[config.mk]
export PLATFORM = sky130hd
export DESIGN_NAME = univ_shift_reg_param
export DESIGN_NICKNAME = d
export VERILOG_FILES = /design/src/rtl/usr_pkg.sv /design/src/rtl/usr_step_logic.sv /design/src/rtl/univ_shift_reg_param.sv
export SDC_FILE = /design/constraint.sdc
export NUM_CORES = 1
export LEC_CHECK = 0
export ABC_AREA = 0
export BUFFER_PORTS_ARGS = -buffer_cell sky130_fd_sc_hd__buf_2
export CORE_MARGIN = 2
export CORE_UTILIZATION = 50
export CTS_BUF_LIST = sky130_fd_sc_hd__clkbuf_2
export CTS_CLUSTER_DIAMETER = 150
export DETAILED_ROUTE_END_ITERATION = 7
export PLACE_DENSITY = 0.79
export REMOVE_ABC_BUFFERS = 1
export SYNTH_ARGS = -nofsm -noshare
export SYNTH_HDL_FRONTEND = slang
export SYNTH_SLANG_ARGS = --single-unit
[constraint.sdc]
create_clock -name clk -period 1.61 [get_ports clk]
set_input_delay 0.4025 -clock clk [delete_from_list [all_inputs] [get_ports clk]]
set_output_delay 0.4025 -clock clk [all_outputs]
set_load 0.05 [all_outputs]
[src/rtl/usr_pkg.sv]
// Shared types for the parametrised universal shift register.
// Holds the 3-bit operation codes and the command FSM states.
package usr_pkg;

    typedef enum logic [2:0] {
        MODE_HOLD = 3'b000,
        MODE_SHR  = 3'b001,
        MODE_SHL  = 3'b010,
        MODE_LOAD = 3'b011,
        MODE_ROR  = 3'b100,
        MODE_ROL  = 3'b101,
        MODE_ASR  = 3'b110,
        MODE_RSVD = 3'b111
    } mode_e;

    typedef enum logic {
        IDLE = 1'b0,
        RUN  = 1'b1
    } state_e;

    // Modes that finish on the launch edge of a multi-step command.
    function automatic logic mode_is_instant(input logic [2:0] m);
        return (m == MODE_HOLD) || (m == MODE_LOAD) || (m == MODE_RSVD);
    endfunction

endpackage

[src/rtl/usr_step_logic.sv]
// Combinational single-step next-value function of the shift register.
// Ports: q_i current value, mode_i op code, sin_l_i/sin_r_i serial in,
//        pin_i parallel data, q_o value after one step.
module usr_step_logic
    import usr_pkg::*;
#(
    parameter int WIDTH = 8
) (
    input  logic [WIDTH-1:0] q_i,
    input  logic [2:0]       mode_i,
    input  logic             sin_l_i,
    input  logic             sin_r_i,
    input  logic [WIDTH-1:0] pin_i,
    output logic [WIDTH-1:0] q_o
);

    mode_e mode;

    always_comb begin
        mode = mode_e'(mode_i);
        q_o  = q_i;
        unique case (mode)
            MODE_SHR:  q_o = {sin_l_i, q_i[WIDTH-1:1]};
            MODE_SHL:  q_o = {q_i[WIDTH-2:0], sin_r_i};
            MODE_LOAD: q_o = pin_i;
            MODE_ROR:  q_o = {q_i[0], q_i[WIDTH-1:1]};
            MODE_ROL:  q_o = {q_i[WIDTH-2:0], q_i[WIDTH-1]};
            MODE_ASR:  q_o = {q_i[WIDTH-1], q_i[WIDTH-1:1]};
            MODE_HOLD: q_o = q_i;
            MODE_RSVD: q_o = q_i;
            default:   q_o = q_i;
        endcase
    end

endmodule

[src/rtl/univ_shift_reg_param.sv]
// Parametrised universal shift register with a multi-step command engine.
// Ports: clk, rst_n (async low), en, mode, start, amt, sin_l, sin_r, pin in;
//        q, sout_r, sout_l, busy, done out.
module univ_shift_reg_param
    import usr_pkg::*;
#(
    parameter int WIDTH = 8
) (
    input  logic                   clk,
    input  logic                   rst_n,
    input  logic                   en,
    input  logic [2:0]             mode,
    input  logic                   start,
    input  logic [$clog2(WIDTH):0] amt,
    input  logic                   sin_l,
    input  logic                   sin_r,
    input  logic [WIDTH-1:0]       pin,
    output logic [WIDTH-1:0]       q,
    output logic                   sout_r,
    output logic                   sout_l,
    output logic                   busy,
    output logic                   done
);

    localparam int CNT_W = $clog2(WIDTH) + 1;

    state_e           state_q, state_d;
    logic [CNT_W-1:0] cnt_q, cnt_d;
    logic [2:0]       mlat_q, mlat_d;
    logic [WIDTH-1:0] reg_q, reg_d;
    logic             busy_q, busy_d;
    logic             done_q, done_d;

    logic [2:0]       step_mode;
    logic [WIDTH-1:0] step_q;

    // RUN replays the latched command; IDLE follows the live mode input.
    assign step_mode = (state_q == RUN) ? mlat_q : mode;

    usr_step_logic #(
        .WIDTH (WIDTH)
    ) u_step (
        .q_i     (reg_q),
        .mode_i  (step_mode),
        .sin_l_i (sin_l),
        .sin_r_i (sin_r),
        .pin_i   (pin),
        .q_o     (step_q)
    );

    always_comb begin
        state_d = state_q;
        cnt_d   = cnt_q;
        mlat_d  = mlat_q;
        reg_d   = reg_q;
        busy_d  = busy_q;
        // done is a single-cycle pulse, cleared even while stalled
        done_d  = 1'b0;
        if (en) begin
            unique case (state_q)
                IDLE: begin
                    if (start) begin
                        mlat_d = mode;
                        if ((amt == '0) || mode_is_instant(mode)) begin
                            if (mode == MODE_LOAD) begin
                                reg_d = step_q;
                            end
                            done_d = 1'b1;
                        end else begin
                            busy_d  = 1'b1;
                            cnt_d   = amt;
                            state_d = RUN;
                        end
                    end else begin
                        reg_d = step_q;
                    end
                end
                RUN: begin
                    reg_d = step_q;
                    cnt_d = cnt_q - CNT_W'(1);
                    if (cnt_q == CNT_W'(1)) begin
                        busy_d  = 1'b0;
                        done_d  = 1'b1;
                        state_d = IDLE;
                    end
                end
                default: state_d = IDLE;
            endcase
        end
    end

    always_ff @(posedge clk or negedge rst_n) begin
        if (!rst_n) begin
            state_q <= IDLE;
            cnt_q   <= '0;
            mlat_q  <= '0;
            reg_q   <= '0;
            busy_q  <= 1'b0;
            done_q  <= 1'b0;
        end else begin
            state_q <= state_d;
            cnt_q   <= cnt_d;
            mlat_q  <= mlat_d;
            reg_q   <= reg_d;
            busy_q  <= busy_d;
            done_q  <= done_d;
        end
    end

    assign q      = reg_q;
    assign sout_r = reg_q[0];
    assign sout_l = reg_q[WIDTH-1];
    assign busy   = busy_q;
    assign done   = done_q;

endmodule

# Word-level counts from Yosys, hierarchy flattened
# Cells that the tools add are included.
[classes]
addsub = 1
eq_ne = 15
n_mux = 22
bitwise_logic = 1
n_reduce_logical = 11
[op_table]
columns = ["op", "count"]
rows = [
  ["$pmux W8 S7", 1],
  ["$mux W8", 3],
  ["$pmux W8 S2", 1],
  ["$eq A3 B3 Y1 const B", 5],
  ["$mux W1", 10],
  ["$eq A3 B2 Y1 const B", 3],
  ["$reduce_and A3 Y1", 3],
  ["$mux W4", 2],
  ["$pmux W4 S2", 1],
  ["$logic_not A3 Y1", 2],
  ["$ne A3 B3 Y1 const B", 2],
  ["$pmux W1 S2", 3],
  ["$eq A4 B1 Y1 const B", 1],
  ["$logic_not A4 Y1", 1],
  ["$ne A2 B2 Y1 const B", 2],
  ["$reduce_and A4 Y1", 1],
  ["$sub A4 B1 Y4 const B", 1],
  ["$eq A3 B1 Y1 const B", 1],
  ["$logic_or A1 B1 Y1", 3],
  ["$mux W3", 1],
  ["$ne A2 B1 Y1 const B", 1],
  ["$reduce_or A2 Y1", 1],
  ["$not A1 Y1", 1],
]
[word_totals]
register_bits = 18
output_inout_bits = 12

# Depth between registers and ports, before layout
# Gate-level depths: netlist of run 1.
[logic_depth]
ltp_word = 8
depth_mapped = 6
mapped_depth_nobuf = 6

# By module
# From an unflattened synthesis of run 1, not the netlist that was laid out.
[hier_totals]
hier_cells = 153
area_unflattened_um2 = 1437.6
[by_module_without_submodules]
columns = ["module", "n_inst", "cells_each", "area_each_um2", "seq_area_each_um2"]
rows = [
  ["univ_shift_reg_param", 1, 75, 910.9, 450.4],
  ["usr_step_logic", 1, 78, 526.8, 0.0],
]

# Least setup slack after synthesis of run 1
# Ideal clock, no wire load.
[synth_path]
path_kind = "register to register"
start = "register state_q"
end = "register reg_q[6] (netlist: q[6])"
setup_time_ns = 0.095
arrival_ns = 1.529
t_required_ns = 1.515
setup_slack_ns = -0.014
path_stages_with_launch = 7
path_buffers = 2
synth_period_minus_slack_ns = 1.624
cell_sequence = "dfrtp_1 -> buf_6 -> mux2i_4 -> nand3_4 -> and3_1 -> buf_6 -> o32ai_2"
[synth_via]
elab_chain_cells = 8
word_cells_on_any_way = 19
cone_classes = "eq/ne (9); mux (6); bitwise (1); reduce/logical (3)"
[synth_lines]
columns = ["element", "line_no", "rtl"]
rows = [
  ["start: declaration", "univ_shift_reg_param.sv:27", "state_e state_q, state_d;"],
  ["start signal: assignment", "univ_shift_reg_param.sv:101", "state_q <= state_d;"],
  ["$mux W3", "univ_shift_reg_param.sv:38", "assign step_mode = (state_q == RUN) ? mlat_q : mode;"],
  ["$eq A3 B3 Y1 / $logic_not A3 Y1 (equally long branches)", "usr_step_logic.sv:22", "unique case (mode)"],
  ["$reduce_or A2 Y1 (no source line)", "n/a", ""],
  ["$pmux W8 S7", "usr_step_logic.sv:22", ""],
  ["$mux W8", "univ_shift_reg_param.sv:65", "if (mode == MODE_LOAD) begin"],
  ["$mux W8", "univ_shift_reg_param.sv:64", "if ((amt == '0) || mode_is_instant(mode)) begin"],
  ["$mux W8", "univ_shift_reg_param.sv:62", "if (start) begin"],
  ["$pmux W8 S2", "univ_shift_reg_param.sv:60", "unique case (state_q)"],
  ["end signal: assignment", "univ_shift_reg_param.sv:104", "reg_q <= reg_d;"],
  ["end: declaration", "univ_shift_reg_param.sv:30", "logic [WIDTH-1:0] reg_q, reg_d;"],
]
# Parallel ways exist; a longest one is shown, timed or not. The select of a mux whose other input is x is not followed.
# A chain may end at the register's enable or synchronous reset.

# Final worst setup path of run 1
[layout_path]
start = "register state_q"
end = "register reg_q[1] (netlist: q[1])"
# The elaborated chain is that of the path after synthesis.

==> flow_summary.json, run 1 <==
{
  "outcome": "finished, violations left",
  "violations": "setup timing",
  "start_util_pct": 53.5,
  "ff2ff_setup_slack_ns": -0.06,
  "setup_viol": 8,
  "tightest_slew_ns": 0.426,
  "holdCritPathClass": "in2reg",
  "vias": 1373,
  "routed_via_density": 6.16,
  "clockBufferDepth": 2,
  "grt.total_usage_pct": 24.8,
  "crit_required_ns": 1.86,
  "clock.fmax_mhz": 598,
  "cts_made_buffers": 3,
  "antenna_left": 0,
  "finalHoldViolations": 0,
  "clock_latency_ns": 0.31,
  "hpwl_um": 2670,
  "clock-sinks": 18,
  "worstSetupPathType": "reg2reg",
  "syn_area_per_cell_um2": 10.1,
  "dieArea_um2": 3100,
  "grt_max_degree": 19,
  "grt_pass1_vias": 1314,
  "antenna_found_initial": 0,
  "end_kind": "register",
  "wl_um": 3850,
  "nets": 217,
  "startpoint_type": "register",
  "place_inst": 213,
  "worstPathArrival_ns": 1.93,
  "multiInputGateArea_um2": 902,
  "cp_max_fo": 5,
  "final-seq-area_um2": 452,
  "setup_ws_ns": -0.0624,
  "port_buffers": 32,
  "syn_area_um2": 1340,
  "root_buffer": "clkbuf_2",
  "place_ws_ns": -0.105,
  "p_per_area_nw_per_um2": 2340,
  "routedWlPerCell_um": 17.3,
  "final_cells": 223,
  "period_minus_slack_ns": 1.67,
  "htree_levels": 1,
  "io_pins": 33,
  "num_antenna_cells": 0,
  "place_congestion": 0.877,
  "num_rows": 18,
  "ys_warn_count": 0,
  "maxSlewViolCount": 0,
  "synth-seq-cells": 18,
  "grt_pass1_wl_um": 6240,
  "core-area_um2": 2500,
  "grt-ovfl-total": 0,
  "die_w_um": 55.7,
  "path_clk_slew_ns": 0.19,
  "maxCapViolCount": 0,
  "yosysSeqAreaShare_pct": 33.7,
  "drc_errors": 0,
  "rsz0062_at_grt": "true",
  "firstDrtPassIters": 4,
  "total_leakage_power_nw": 0.784,
  "fillers": 183,
  "die_h_um": 55.7,
  "synth_cell_types": 45,
  "drive_gt1_share_pct": 50.3,
  "cts_tree": "built",
  "period_share_pct": 104,
  "drt_iter0_markers": 58,
  "vdd_drop_max_mv": 1.49,
  "power.total_w": 0.00432,
  "slew_headroom_pct": 71.6,
  "netlist_instances": 133,
  "fin_skew_ns": 0.00360,
  "syn2layout_area_growth_pct": 38.2
}
[cells in the final DEF (no fill, tap or decap), types with 2 or more instances in the layout]
| cell type | instances |
|---|---|
| o31a_1 | 3 |
| a32oi_1 | 4 |
| nor3_1 | 3 |
| mux2_4 | 3 |
| a31oi_1 | 6 |
| o21ai_1 | 5 |
| nand3_1 | 7 |
| mux2i_4 | 2 |
| clkbuf_2 | 3 |
| buf_6 | 5 |
| o21ai_0 | 4 |
| buf_4 | 23 |
| a221oi_1 | 2 |
| mux2i_1 | 2 |
| a31o_1 | 2 |
| nand4_1 | 3 |
| a21oi_1 | 2 |
| nor2_1 | 7 |
| a211oi_1 | 2 |
| nand2_1 | 8 |
| nand3_4 | 2 |
| nor3_2 | 2 |
| mux2_1 | 3 |
| dfrtp_1 | 17 |
| inv_1 | 5 |
| a31oi_2 | 7 |
| ha_1 | 2 |
| o32ai_2 | 2 |
| buf_2 | 32 |
[cells in the mapped netlist (all sizes together)]
library cell,n,share of area [%]
mux2,6,5.3
and4,1,0.65
nand2,10,3.0
nand3,10,6.0
nand2b,1,0.47
nor3b,1,0.56
or3,1,0.47
mux2i,5,5.9
a31o,2,1.3
a31oi,13,8.9
a221oi,2,1.3
a2bb2oi,1,0.65
o21ai,10,3.7
o41ai,1,1.2
inv,5,1.4
o32ai,2,1.9
a22oi,1,0.56
buf,4,2.8
nor2b,2,0.94
nor3,6,3.4
a211oi,3,1.7
nor2,7,2.0
or4,1,0.56
dfrtp,18,34
clkbuf,2,0.56
a32oi,5,3.3
o31a,3,2.0
ha,2,1.9
nand3b,1,0.56
a21oi,2,0.75
and3,1,0.47
a21boi,1,0.84
nand4,3,1.4
[critical path, stage by stage (launching register included)]
cell and delay [ns]:
dfrtp_2 0.49, buf_4 0.16, mux2_4 0.36, nor3_4 0.31
o21ai_0 0.15, a31oi_2 0.15
[cell type report]
type | count | area share, %
Clock buffer | 3 | 0.812
Multi-Input combinational cell | 104 | 48.8
Clock inverter | 1 | 0.203
Inverter | 5 | 1.02
Sequential cell | 18 | 24.4
Tap cell | 30 | 2.03
Timing Repair Buffer | 62 | 22.7
[report_power, final]
group | total [W] | internal, W | switching (W)
registers | 0.000955 | 0.000673 | 0.000282
logic | 0.00315 | 0.00137 | 0.00179
clock network | 0.000208 | 0.0000540 | 0.000154
total | 0.00432 | 0.00209 | 0.00222
[timing repair]
action | 4_1_cts | 5_1_grt
resized for setup | 15 | 10
endpoints found under the hold margin | 10 | 0
pin swaps | 8 | 6
setup buffers | 4 | 1
hold buffers | 1 | 0
endpoints found under the setup margin | 8 | 10
[registers in the layout, indices dropped and copies added (netlist names)]
signal / count
q: 8
busy: 1
state_q: 1
done: 1
mlat_q: 3
cnt_q: 4
[metrics by stage]
stage | TNS (ns) | area, µm² | utilization [%] | hold slack [ns]
CTS | -0.0745 | 1790 | 71.5 | 0.322
global route | -0.640 | 1850 | 73.9 | 0.323
floorplan | -3.26 | 1290 | - | 0.107
finish | -0.279 | 1850 | 73.9 | 0.326
detailed placement | -1.11 | 1670 | 66.8 | 0.360
global placement | -0.206 | 1670 | 66.8 | 0.354
[metal layers]
metal / GRT usage [%] / vias to the layer above / wire, µm
met5: 0 / - / 0
li1: - / 641 / -
met2: 42.5 / 52 / 1950
met1: 32.3 / 672 / 1650
met4: 8.01 / 0 / 68
met3: 3.02 / 8 / 173
[final timing paths]
check / from / to / cells past startpoint
worst max-delay path: state_q$_DFFE_PN0P_ / q[1]$_DFFE_PN0P_ / 5
worst min-delay path: amt[3] / cnt_q[3]$_DFFE_PN0P_ / 2
worst max register to register: state_q$_DFFE_PN0P_ / q[1]$_DFFE_PN0P_ / 5
worst min register to register: busy$_DFFE_PN0P_ / busy$_DFFE_PN0P_ / 2
max in group asynchronous: rst_n / state_q$_DFFE_PN0P_ / 2
min in group asynchronous: rst_n / cnt_q[0]$_DFFE_PN0P_ / 2
[logic make-up (layout without fill, tap and decap cells)]
logic type                 Yosys count  in the layout  share of synthesized area (%)
adders and majority gates            2              2                           1.87
DFF                                 18             18                           33.7
muxes                               11             11                           11.2
and+or+nand+nor                     45             45                           20.4
AOI/OAI and AO/OA                   46             46                           28.1
buffers and inverters               11             71                           4.77
No activity file was read; power rests on OpenSTA's default activity.
==> run 2: changes to the inputs <==
--- a/config.mk
+++ b/config.mk
@@ -7,13 +7,15 @@
 export LEC_CHECK = 0
 export ABC_AREA = 0
 export BUFFER_PORTS_ARGS = -buffer_cell sky130_fd_sc_hd__buf_2
-export CORE_MARGIN = 2
+export CORE_MARGIN = 4
 export CORE_UTILIZATION = 50
 export CTS_BUF_LIST = sky130_fd_sc_hd__clkbuf_2
 export CTS_CLUSTER_DIAMETER = 150
 export DETAILED_ROUTE_END_ITERATION = 7
+export GPL_TIMING_DRIVEN = 0
 export PLACE_DENSITY = 0.79
 export REMOVE_ABC_BUFFERS = 1
+export SLEW_MARGIN = 10
 export SYNTH_ARGS = -nofsm -noshare
 export SYNTH_HDL_FRONTEND = slang
 export SYNTH_SLANG_ARGS = --single-unit
==> run 2 against run 1 <==
Compared with the run above:
- the flow still finishes with violations (setup timing)
- clock power barely moved
- clock skew is 0.011 ns higher
- worst hold slack worse by 0.017 ns
- total power is 5.1% higher
- sequential share of layout area is essentially flat
- first-iteration DRC count up 62%
- fmax decreased by 4.0%
- combinational power rose by 7.0%
- worst setup slack got worse by 0.070 ns
==> flow_summary.json, run 2 (same netlist as run 1, synthesis figures left out) <==
{
  "htree_levels": 1,
  "clock_latency_ns": 0.31,
  "crit_top_cell": "buf_6",
  "startpoint_type": "register",
  "start_util_pct": 53.0,
  "final_cell_mix": "32 x buf_2, 17 x dfrtp_1, 12 x buf_4",
  "cts_made_buffers": 3,
  "worstPathCellList": "buf_12 -> mux2i_4 -> buf_6 -> buf_6 -> nand3_4 -> a32oi_1 -> a31oi_2",
  "grt-ovfl-total": 0,
  "largest_reg_flops": 8,
  "fin_area_um2": 1860,
  "max_stage_delay_ns": 0.53,
  "violations": "setup timing",
  "syn2layout_area_growth_pct": 38.7,
  "crit_required_ns": 1.81,
  "worstSetupPathDepth": 7,
  "power.total_w": 0.00454,
  "io_pins": 33,
  "drive_gt1_share_pct": 48.6,
  "postPlaceCellArea_um2": 1490,
  "period_share_pct": 108,
  "vdd_drop_max_mv": 1.91,
  "p_per_area_nw_per_um2": 2440,
  "hpwl_um": 2390,
  "rsz0062_at_grt": "true",
  "cts_tree": "built",
  "critPathSlowestCell": "dfrtp_4",
  "tightest_slew_ns": 0.467,
  "slew_headroom_pct": 68.7,
  "path_delay_family": "flip-flops",
  "wl_um": 4160,
  "nets": 209,
  "clock.fmax_mhz": 574,
  "port_buffers": 32,
  "worstPathArrival_ns": 1.95,
  "worstSetupPathType": "reg2reg",
  "path_clk_slew_ns": 0.20,
  "firstDrtPassIters": 4,
  "setup_ws_ns": -0.132,
  "num_rows": 18,
  "drc_errors": 0,
  "rr_worst_depth": 7,
  "antenna_found_initial": 0,
  "setup_viol": 8,
  "end_kind": "register",
  "pwr-share-comb_pct": 74.2,
  "grt_max_degree": 19,
  "holdPathStages": 2,
  "final-seq-area_um2": 454,
  "place_ws_ns": -0.769,
  "grt_pass1_wl_um": 6240,
  "routedWlPerCell_um": 19.3,
  "routed_via_density": 6.48,
  "die_h_um": 59.7,
  "holdCritPathClass": "in2reg",
  "p_int_w": 0.00216,
  "startpoint": "state_q$_DFFE_PN0P_",
  "vias": 1394,
  "clockPowerShare_pct": 4.6,
  "timing.rr.start": "state_q$_DFFE_PN0P_",
  "fillers": 182,
  "maxCapViolCount": 0,
  "antenna_left": 0,
  "die_w_um": 59.7,
  "power_frac_seq_pct": 21.2,
  "p_sw_w": 0.00238,
  "grt.total_usage_pct": 23.2,
  "period_minus_slack_ns": 1.74,
  "clock-sinks": 18,
  "p_sw_share_pct": 52.5,
  "fin_skew_ns": 0.0147,
  "core-area_um2": 2520,
  "total_leakage_power_nw": 0.763,
  "num_antenna_cells": 0,
  "endpoint": "q[3]$_DFFE_PN0P_",
  "finalHoldViolations": 0,
  "cp_max_fo": 5,
  "ff2ff_setup_slack_ns": -0.13,
  "cp_num_buf_inv": 3,
  "maxSlewViolCount": 0,
  "dieArea_um2": 3570,
  "drt_iter0_markers": 94,
  "grt_pass1_vias": 1310,
  "final.setup.tns_ns": -0.779,
  "root_buffer": "clkbuf_2",
  "rr_endpoint": "q[3]$_DFFE_PN0P_",
  "final_common_cell": "buf_2",
  "clockBufferDepth": 2,
  "place_congestion": 0.812,
  "outcome": "finished, violations left",
  "multiInputGateArea_um2": 950
}
## run 2: cell types whose count changed in the layout (fill, tap and decap cells not counted), moves of 2 or more
cell     before  now
buf_4        23   12
o21ai_2       1    4
buf_12        1    3
nor3_2        2    0
nor3_4        1    3
o21ai_1       5    3
## run 2: metal layers
metal / routed length, µm / GRT usage [%]
met1: 1600 / 29.5
met2: 2090 / 39.8
met3: 362 / 3.67
met4: 112 / 7.59
met5: 0 / 0
## run 2: how the worst min path moves through the flow
| stage | from | endpoint | slack (ns) |
|---|---|---|---|
| floorplan | rst_n | busy$_DFFE_PN0P_ | 0.11 |
| detailed placement | rst_n | cnt_q[0]$_DFFE_PN0P_ | 0.37 |
| global route | amt[2] | cnt_q[2]$_DFFE_PN0P_ | 0.30 |
| finish | amt[2] | cnt_q[2]$_DFFE_PN0P_ | 0.31 |
| CTS | amt[2] | cnt_q[2]$_DFFE_PN0P_ | 0.31 |
| global placement | rst_n | cnt_q[2]$_DFFE_PN0P_ | 0.36 |
## run 2: repair_timing
| item | CTS | global route |
|---|---|---|
| pin swaps | 6 | 11 |
| buffers inserted | 10 | 11 |
| hold buffers | 1 | 0 |
| cloned | 1 | 0 |
| endpoints found under the setup margin | 12 | 10 |
| hold endpoints to repair | 7 | 0 |
| gates resized for setup | 16 | 20 |
## run 2: per-stage QoR
| stage | utilization [%] | instances | hold WS (ns) |
|---|---|---|---|
| CTS | 66.7 | 205 | 0.306 |
| detailed placement | 59.1 | 189 | 0.368 |
| floorplan | - | 127 | 0.107 |
| finish | 73.6 | 215 | 0.308 |
| global route | 73.6 | 215 | 0.297 |
| global placement | 59.1 | 189 | 0.357 |
## run 2: power groups by stage
stage	clock network, W	logic [W]	registers, W
final	0.000207	0.00337	0.000961
after global routing	0.000232	0.00357	0.000993
after CTS	0.000207	0.00282	0.000922
after detailed placement	0	0.00225	0.00101
after global placement	0	0.00218	0.000991
after floorplan	0	0.00133	0.00142
## run 2: layout make-up
cell class | instances | area share, %
Multi-Input combinational cell | 105 | 51.2
Sequential cell | 18 | 24.5
Timing Repair Buffer | 53 | 20.3
Tap cell | 30 | 2.02
Inverter | 5 | 1.01
Clock buffer | 3 | 0.809
Clock inverter | 1 | 0.202
